<file path="config.mk">
export PLATFORM = sky130hd
export DESIGN_NAME = sequential_booth_multiplier
export DESIGN_NICKNAME = d
export VERILOG_FILES = /design/src/rtl/sequential_booth_multiplier.sv
export SDC_FILE = /design/constraint.sdc
export NUM_CORES = 1
export LEC_CHECK = 0
export ABC_CLOCK_PERIOD_IN_PS = 6190
export CAP_MARGIN = 20
export CORE_UTILIZATION = 34
export DETAILED_ROUTE_END_ITERATION = 6
export SYNTH_ARGS = -nofsm -noshare
export SYNTH_HDL_FRONTEND = slang
export SYNTH_SLANG_ARGS = --single-unit
export TNS_END_PERCENT = 20
</file>
<file path="constraint.sdc">
create_clock -name clk -period 6.19 [get_ports clk]
set_input_delay 0.619 -clock clk [delete_from_list [all_inputs] [get_ports clk]]
set_output_delay 0.619 -clock clk [all_outputs]
set_load 0.02 [all_outputs]
</file>
<file path="src/rtl/sequential_booth_multiplier.sv">
// Multi-cycle radix-4 Booth multiplier for signed or unsigned operands.
// Each CALC cycle retires one Booth digit; the product is registered when the FSM enters DONE.
module sequential_booth_multiplier #(
  parameter int WIDTH = 32
) (
  input  logic                 clk,
  input  logic                 rst,
  input  logic                 start,
  input  logic                 is_signed,
  input  logic [WIDTH-1:0]     a,
  input  logic [WIDTH-1:0]     b,
  output logic [2*WIDTH-1:0]   result,
  output logic                 done,
  output logic                 busy
);

  localparam int EW    = WIDTH + 2;
  localparam int PW    = 2 * WIDTH;
  localparam int STEPS = EW / 2;
  localparam int CW    = $clog2(STEPS + 1);

  typedef enum logic [1:0] {IDLE, CALC, DONE} state_t;

  state_t          state, state_nxt;
  logic [PW-1:0]   acc, acc_nxt, mcand, term;
  logic [EW-1:0]   mplier;
  logic            prev;
  logic [CW-1:0]   count;
  logic            accept, last_step;
  logic [PW-1:0]   a_ext;
  logic [EW-1:0]   b_ext;

  assign accept    = start && (state != CALC);
  assign last_step = (count == CW'(STEPS - 1));

  // Accumulating modulo 2^(2*WIDTH) is exact: the true product always fits in 2*WIDTH bits.
  assign a_ext = is_signed ? {{(PW-WIDTH){a[WIDTH-1]}}, a} : {{(PW-WIDTH){1'b0}}, a};
  assign b_ext = is_signed ? {{2{b[WIDTH-1]}}, b} : {2'b00, b};

  always_comb begin
    term = '0;
    case ({mplier[1:0], prev})
      3'b001, 3'b010: term = mcand;
      3'b011:         term = mcand << 1;
      3'b100:         term = -(mcand << 1);
      3'b101, 3'b110: term = -mcand;
      default:        term = '0;
    endcase
    acc_nxt = acc + term;
  end

  always_ff @(posedge clk) begin
    if (!rst) state <= IDLE;
    else      state <= state_nxt;
  end

  always_comb begin
    state_nxt = state;
    busy      = 1'b0;
    done      = 1'b0;
    case (state)
      IDLE: if (start) state_nxt = CALC;
      CALC: begin
        busy = 1'b1;
        if (last_step) state_nxt = DONE;
      end
      DONE: begin
        done      = 1'b1;
        state_nxt = start ? CALC : IDLE;
      end
      default: state_nxt = IDLE;
    endcase
  end

  // Multiplicand moves left by two each step while the multiplier window moves right.
  always_ff @(posedge clk) begin
    if (!rst) begin
      acc    <= '0;
      mcand  <= '0;
      mplier <= '0;
      prev   <= 1'b0;
      count  <= '0;
      result <= '0;
    end else if (accept) begin
      acc    <= '0;
      mcand  <= a_ext;
      mplier <= b_ext;
      prev   <= 1'b0;
      count  <= '0;
    end else if (state == CALC) begin
      acc    <= acc_nxt;
      mcand  <= mcand << 2;
      mplier <= mplier >> 2;
      prev   <= mplier[1];
      count  <= count + 1'b1;
      if (last_step) result <= acc_nxt;
    end
  end

endmodule

</file>
======== Yosys cells after proc, flatten, opt, wreduce, memory -nomap -nowiden ========
Cells that the tools add are included.
word-level totals
  flip-flop bits (word level) ............. 234
  bits of input ports ..................... 68
  output and inout port bits .............. 66
  logic and storage cells ................. 46
operators by class
  $add $sub $neg .......................... 4
  equal/unequal tests ..................... 12
  mux-type cells .......................... 13
  bitwise gates (word level) .............. 2
  reduce and logical (&&, ||, !) cells .... 8
operators with widths
  cell                   count
  $pmux W64 S4           1
  $mux W64               3
  $neg A64 Y64           2
  $mux W34               3
  $add A64 B64 Y64       1
  $eq A3 B3 Y1 const B   3
  $eq A3 B2 Y1 const B   2
  $pmux W2 S3            1
  $reduce_or A2 Y1       3
  $add A5 B1 Y5 const B  1
  $eq A5 B5 Y1 const B   1
  $mux W2                2
  $ne A2 B2 Y1 const B   2
  $eq A3 B1 Y1 const B   1
  $mux W1                3
  $reduce_and A3 Y1      1
  $eq A2 B1 Y1 const B   1
  $eq A2 B2 Y1 const B   1
  $logic_not A2 Y1       1
  $ne A2 B1 Y1 const B   1
  $not A1 Y1             2
  $reduce_and A2 Y1      1
  $reduce_bool A2 Y1     1
  $logic_and A1 B1 Y1    1

======== Longest topological paths before layout ========
  depth in word-level cells ............... 4
  depth in mapped cells ................... 25
  gate-level depth less buffers ........... 23

======== Worst setup path after synthesis ========
Ideal clock, no wire load.
  path type ............................... reg-to-reg
  start ................................... register mcand[16]
  end ..................................... register acc[59]
  data arrival time ....................... 5.458 ns
  data required time ...................... 6.128 ns
  path slack .............................. 0.670 ns
  cell stages (with the launch flop) ...... 24
  path buffers ............................ 3
  clock period less this slack ............ 5.520 ns
  path through ............................ dfxtp_1 -> buf_6 -> or4_4 -> or4_4 -> or4_4 -> buf_6 -> nor2_1 -> nand3_1 -> or3_1 -> xor2_1 -> a221oi_1 -> a21oi_1 -> ha_1 -> clkbuf_1 -> nand4_1 -> or3_1 -> or3_1 -> a211oi_1 -> or3_1 -> a21oi_1 -> nand2_1 -> a21oi_1 -> or4_1 -> nand3_1
between the ends
  word-level cells in the longest chain between the ends .. 3
RTL lines
  element                          RTL line  source
  start, declared                  25        logic [PW-1:0] acc, acc_nxt, mcand, term;
  start signal, assigned           86        mcand <= a_ext;
  start signal, assigned           92        mcand <= mcand << 2;
  $neg A64 Y64 (on tied branches)  46, 45
  $pmux W64 S4 *                   42        case ({mplier[1:0], prev})
  $add A64 B64 Y64 *               49        acc_nxt = acc + term;
  end signal, assigned             91        acc <= acc_nxt;
  end, declared                    25
Every way passes the cells marked *; elsewhere a longest branch is shown, timed or not.
A chain may end at the register's enable or synchronous reset.

======== Worst setup path in the final report ========
  start ................................... register mcand[12]
  end ..................................... register acc[54]
The elaborated chain is that of the path after synthesis.

==> impl_metrics.py <==
metrics = {
    "worst_hold_path": {
        "hp-class": "reg2reg",
        "holdPathStages": 2,
    },
    "layout": {
        "antenna-diode-count": 0,
        "post_route_cells_drive_above_1_share_pct": 7.12,
        "final_nets": 2346,
        "layout.cells.most_common": "nand2_1",
        "finalNonFillerCells": 2840,
        "top_library_cells_by_usage_in_the_layout_fill_and_taps_aside": "nand2_1, a21oi_1, dfxtp_1",
        "area_growth_syn_to_layout_pct": 17.0,
        "filler_cell_count": 4879,
    },
    "yosys": {
        "mappedNetlistArea_mm2": 0.0161,
        "post_synthesis_sequential_element_count": 233,
        "synth.lib_cells_used.distinct": 74,
        "dominantRegCellSynth": "dfxtp_1",
        "yosysWarningCount": 0,
        "synth_enable_flop_cells": 0,
        "synth_sequential_area_ratio_pct": 29.0,
        "syn_inst": 2182,
        "synth_async_sr_flop_share_pct": 0,
        "synthesized_netlist_net_count": 2317,
        "syn-mean-instance-area_um2": 7.37,
    },
    "place": {
        "gp_congestion": 0.924,
        "post-place-cells": 2787,
        "portBuffers": 133,
        "post-dp-hpwl_um": 39400,
    },
    "pwr": {
        "switching_share_pct": 33.1,
        "p_int_w": 0.00303,
        "power.net_switching_w": 0.00150,
        "irDropWorstVdd_mv": 0.195,
        "fin_total_pwr_w": 0.00452,
        "leakage_nw": 7.16,
        "share_comb_of_total_power_pct": 24.0,
        "seq_power_share_pct": 37.1,
        "share_clk_of_total_power_pct": 38.9,
        "power_density_mw_per_mm2": 240,
    },
    "clock_tree": {
        "h_tree_level_count": 1,
        "cts-root-to-sink-buffers": 3,
        "clock_insertion_delay_worst_skew_ns": 0.57,
        "ctsRootBufferMaster": "clkbuf_16",
        "clock_buffer_count_from_cts": 29,
        "cts_hold_repair.buffers": 0,
        "clock_sinks": 233,
        "tritoncts": "built",
        "cts_clock_pin_slew_for_the_worst_setup_and_hold_paths_ns": 0.06,
    },
    "floorplanning": {
        "design.core.area_mm2": 0.0467,
        "die_footprint_mm2": 0.0482,
        "initial_core_util_pct": 34.5,
        "die_height_um": 220,
        "number_of_placement_rows": 79,
        "die_w_um": 220,
        "top_level_ports": 134,
    },
    "job": {
        "cap_violations": 0,
    },
    "routing": {
        "firstDrtPassIters": 7,
        "detail_route.iter0.violations": 1155,
        "vias_per_cell": 5.62,
        "route.vias.total": 16000,
        "routedWlPerCell_um": 18.8,
        "route.final.wire_length_um": 53400,
        "route.antenna.remaining_nets": 0,
        "drcViolationCount": 16,
    },
    "timing": {
        "report.final.setup_viol": 0,
        "slew_headroom_pct": 28.7,
        "max_freq_ghz": 0.171,
        "final_hold_vios": 0,
        "max_slew.worst_pin.slew_ns": 1.07,
        "final_period_minus_worst_setup_slack_ns": 5.83,
        "period_share_pct": 94.3,
        "clock-skew-final_ns": 0.00771,
        "timing_max_transition_violations_final": 0,
        "setup_tns_ns": 0,
    },
    "global_routing": {
        "largest_net_degree_at_the_start_of_global_routing": 88,
        "globalRoute.totalOverflow": 0,
        "grt_antenna_before_repair": 0,
        "grt_use_total_pct": 21.8,
        "first_global_vias": 14900,
        "first_pass_grt_wire_length_um": 84400,
    },
    "outcome": {
        "outcome": "finished with violations",
        "violations": "DRC",
    },
    "worst_setup_path": {
        "r2r.worst_path.cells": 19,
        "crit_path_max_fanout": 8,
        "cp.arrival_ns": 6.28,
        "cp-start-kind": "flop",
        "setup.worst_path.class": "reg2reg",
        "worst-endpoint-required_ns": 6.63,
        "endpoint_kind": "flop",
    },
}
Yosys cell counts, drive strengths merged, types with 3 or more instances:
cell     instances  area, µm²
o21bai          13       97.6
a21oi          237       1190
nand4           35        219
a22oi           31        233
a311oi           3       26.3
nand3b           6       45.0
o221ai          10       87.6
o21a             4       30.0
a41oi            3       26.3
or4             16        136
xor2            66        578
o31ai            5       37.5
and3             4       25.0
nand3           50        250
and2            12       75.1
inv             27        101
a31oi           20        125
a221o            3       30.0
or2              4       25.0
a32oi            5       43.8
o31a             4       35.0
nor2b            6       37.5
ha              66        826
and4             5       43.8
a21o            37        278
a21boi           4       30.0
nand2b           9       56.3
a211oi          70        526
or3             38        253
nor3            23        120
clkbuf         171        709
nand2          355       1340
a2111oi          4       35.0
dfxtp          233       4660
o21ai          163        816
nor2           174        653
xnor2           79        692
o211ai           8       60.1
mux2i           75        751
nor4            11       68.8
o22ai           11       68.8
nand4b           5       43.8
a221oi          25        225
buf             32        186
metrics by stage:
| stage | utilization, % | setup slack (ns) | instance area [µm²] | hold WS [ns] |
|---|---|---|---|---|
| after floorplan | - | 0.670 | 16100 | 0.428 |
| after global placement | 38.2 | 0.289 | 17800 | 0.441 |
| after detailed placement | 38.2 | 0.210 | 17800 | 0.450 |
| after CTS | 40.3 | 0.190 | 18800 | 0.458 |
| after global routing | 40.4 | -0.115 | 18800 | 0.474 |
| final | 40.4 | 0.356 | 18800 | 0.454 |
flip-flops by register name, summed over array words and instances (netlist names):
signal / count
count: 5
prev: 1
mcand: 64
acc: 64
state: 2
result: 64
mplier: 33
per-layer routing:
metal | vias up | GRT usage (%) | part of all wire [%]
met5 | - | 0 | 0
met4 | 0 | 7.48 | 2.9
met3 | 72 | 3.01 | 6.2
met2 | 460 | 34.9 | 45
met1 | 7569 | 29.9 | 46
li1 | 7850 | - | -
repair_timing:
| action | 4_1_cts | 5_1_grt |
|---|---|---|
| setup buffers | 0 | 0 |
| setup endpoints to repair | 0 | 9 |
| resized for setup | 0 | 5 |
final cells by class:
| type | count | area [µm²] | area share, % |
|---|---|---|---|
| Multi-Input combinational cell | 1718 | 10500 | 55.6 |
| Sequential cell | 233 | 4670 | 24.8 |
| Tap cell | 607 | 759 | 4.03 |
| Clock buffer | 39 | 813 | 4.32 |
| Inverter | 27 | 105 | 0.558 |
| Timing Repair Buffer | 202 | 1850 | 9.81 |
| Clock inverter | 14 | 166 | 0.884 |
power by group through the flow:
stage,Clock (W),Combinational (W),Sequential [W]
3_3_place_gp,0,0.00106,0.00171
4_1_cts,0.00180,0.00108,0.00168
2_1_floorplan,0,0.000799,0.00164
6_report,0.00176,0.00109,0.00168
5_1_grt,0.00186,0.00119,0.00169
3_5_place_dp,0,0.00107,0.00171
worst max-delay path, stage by stage, from the launching register on:
cell      delay (ns)
dfxtp_1         0.36
or3_1           0.35
or4_1           0.49
buf_4           0.20
or3_2           0.58
nor4_1          0.48
nor2_1          0.07
o221ai_1        0.18
o21ai_0         0.22
ha_1            0.45
nand2_1         0.11
o21a_1          0.19
o21ai_0         0.24
a211oi_1        0.12
o31ai_1         0.25
a41oi_1         0.12
o31a_1          0.48
or3_1           0.48
mux2_2          0.25
o211ai_1        0.08
cell families (layout without fill, tap and decap cells):
group	Yosys count	in the layout	synth area share [%]
flops	233	233	29.0
buf+inv	231	282	6.25
simple gates	757	757	21.3
compound gates	672	672	25.5
mux	77	77	4.81
xor+xnor	145	145	7.89
fa+ha+maj	67	67	5.26
worst paths after layout:
check,from,to,slack (ns)
min reg2reg,mplier[32]$_SDFFE_PN0P_,mplier[32]$_SDFFE_PN0P_,0.45
max,mcand[12]$_SDFFE_PN0P_,acc[54]$_SDFFE_PP0P_,0.36
min,mplier[32]$_SDFFE_PN0P_,mplier[32]$_SDFFE_PN0P_,0.45
max reg2reg,mcand[12]$_SDFFE_PN0P_,acc[54]$_SDFFE_PP0P_,0.36
Note: power is estimated with default switching activity, not from simulation.
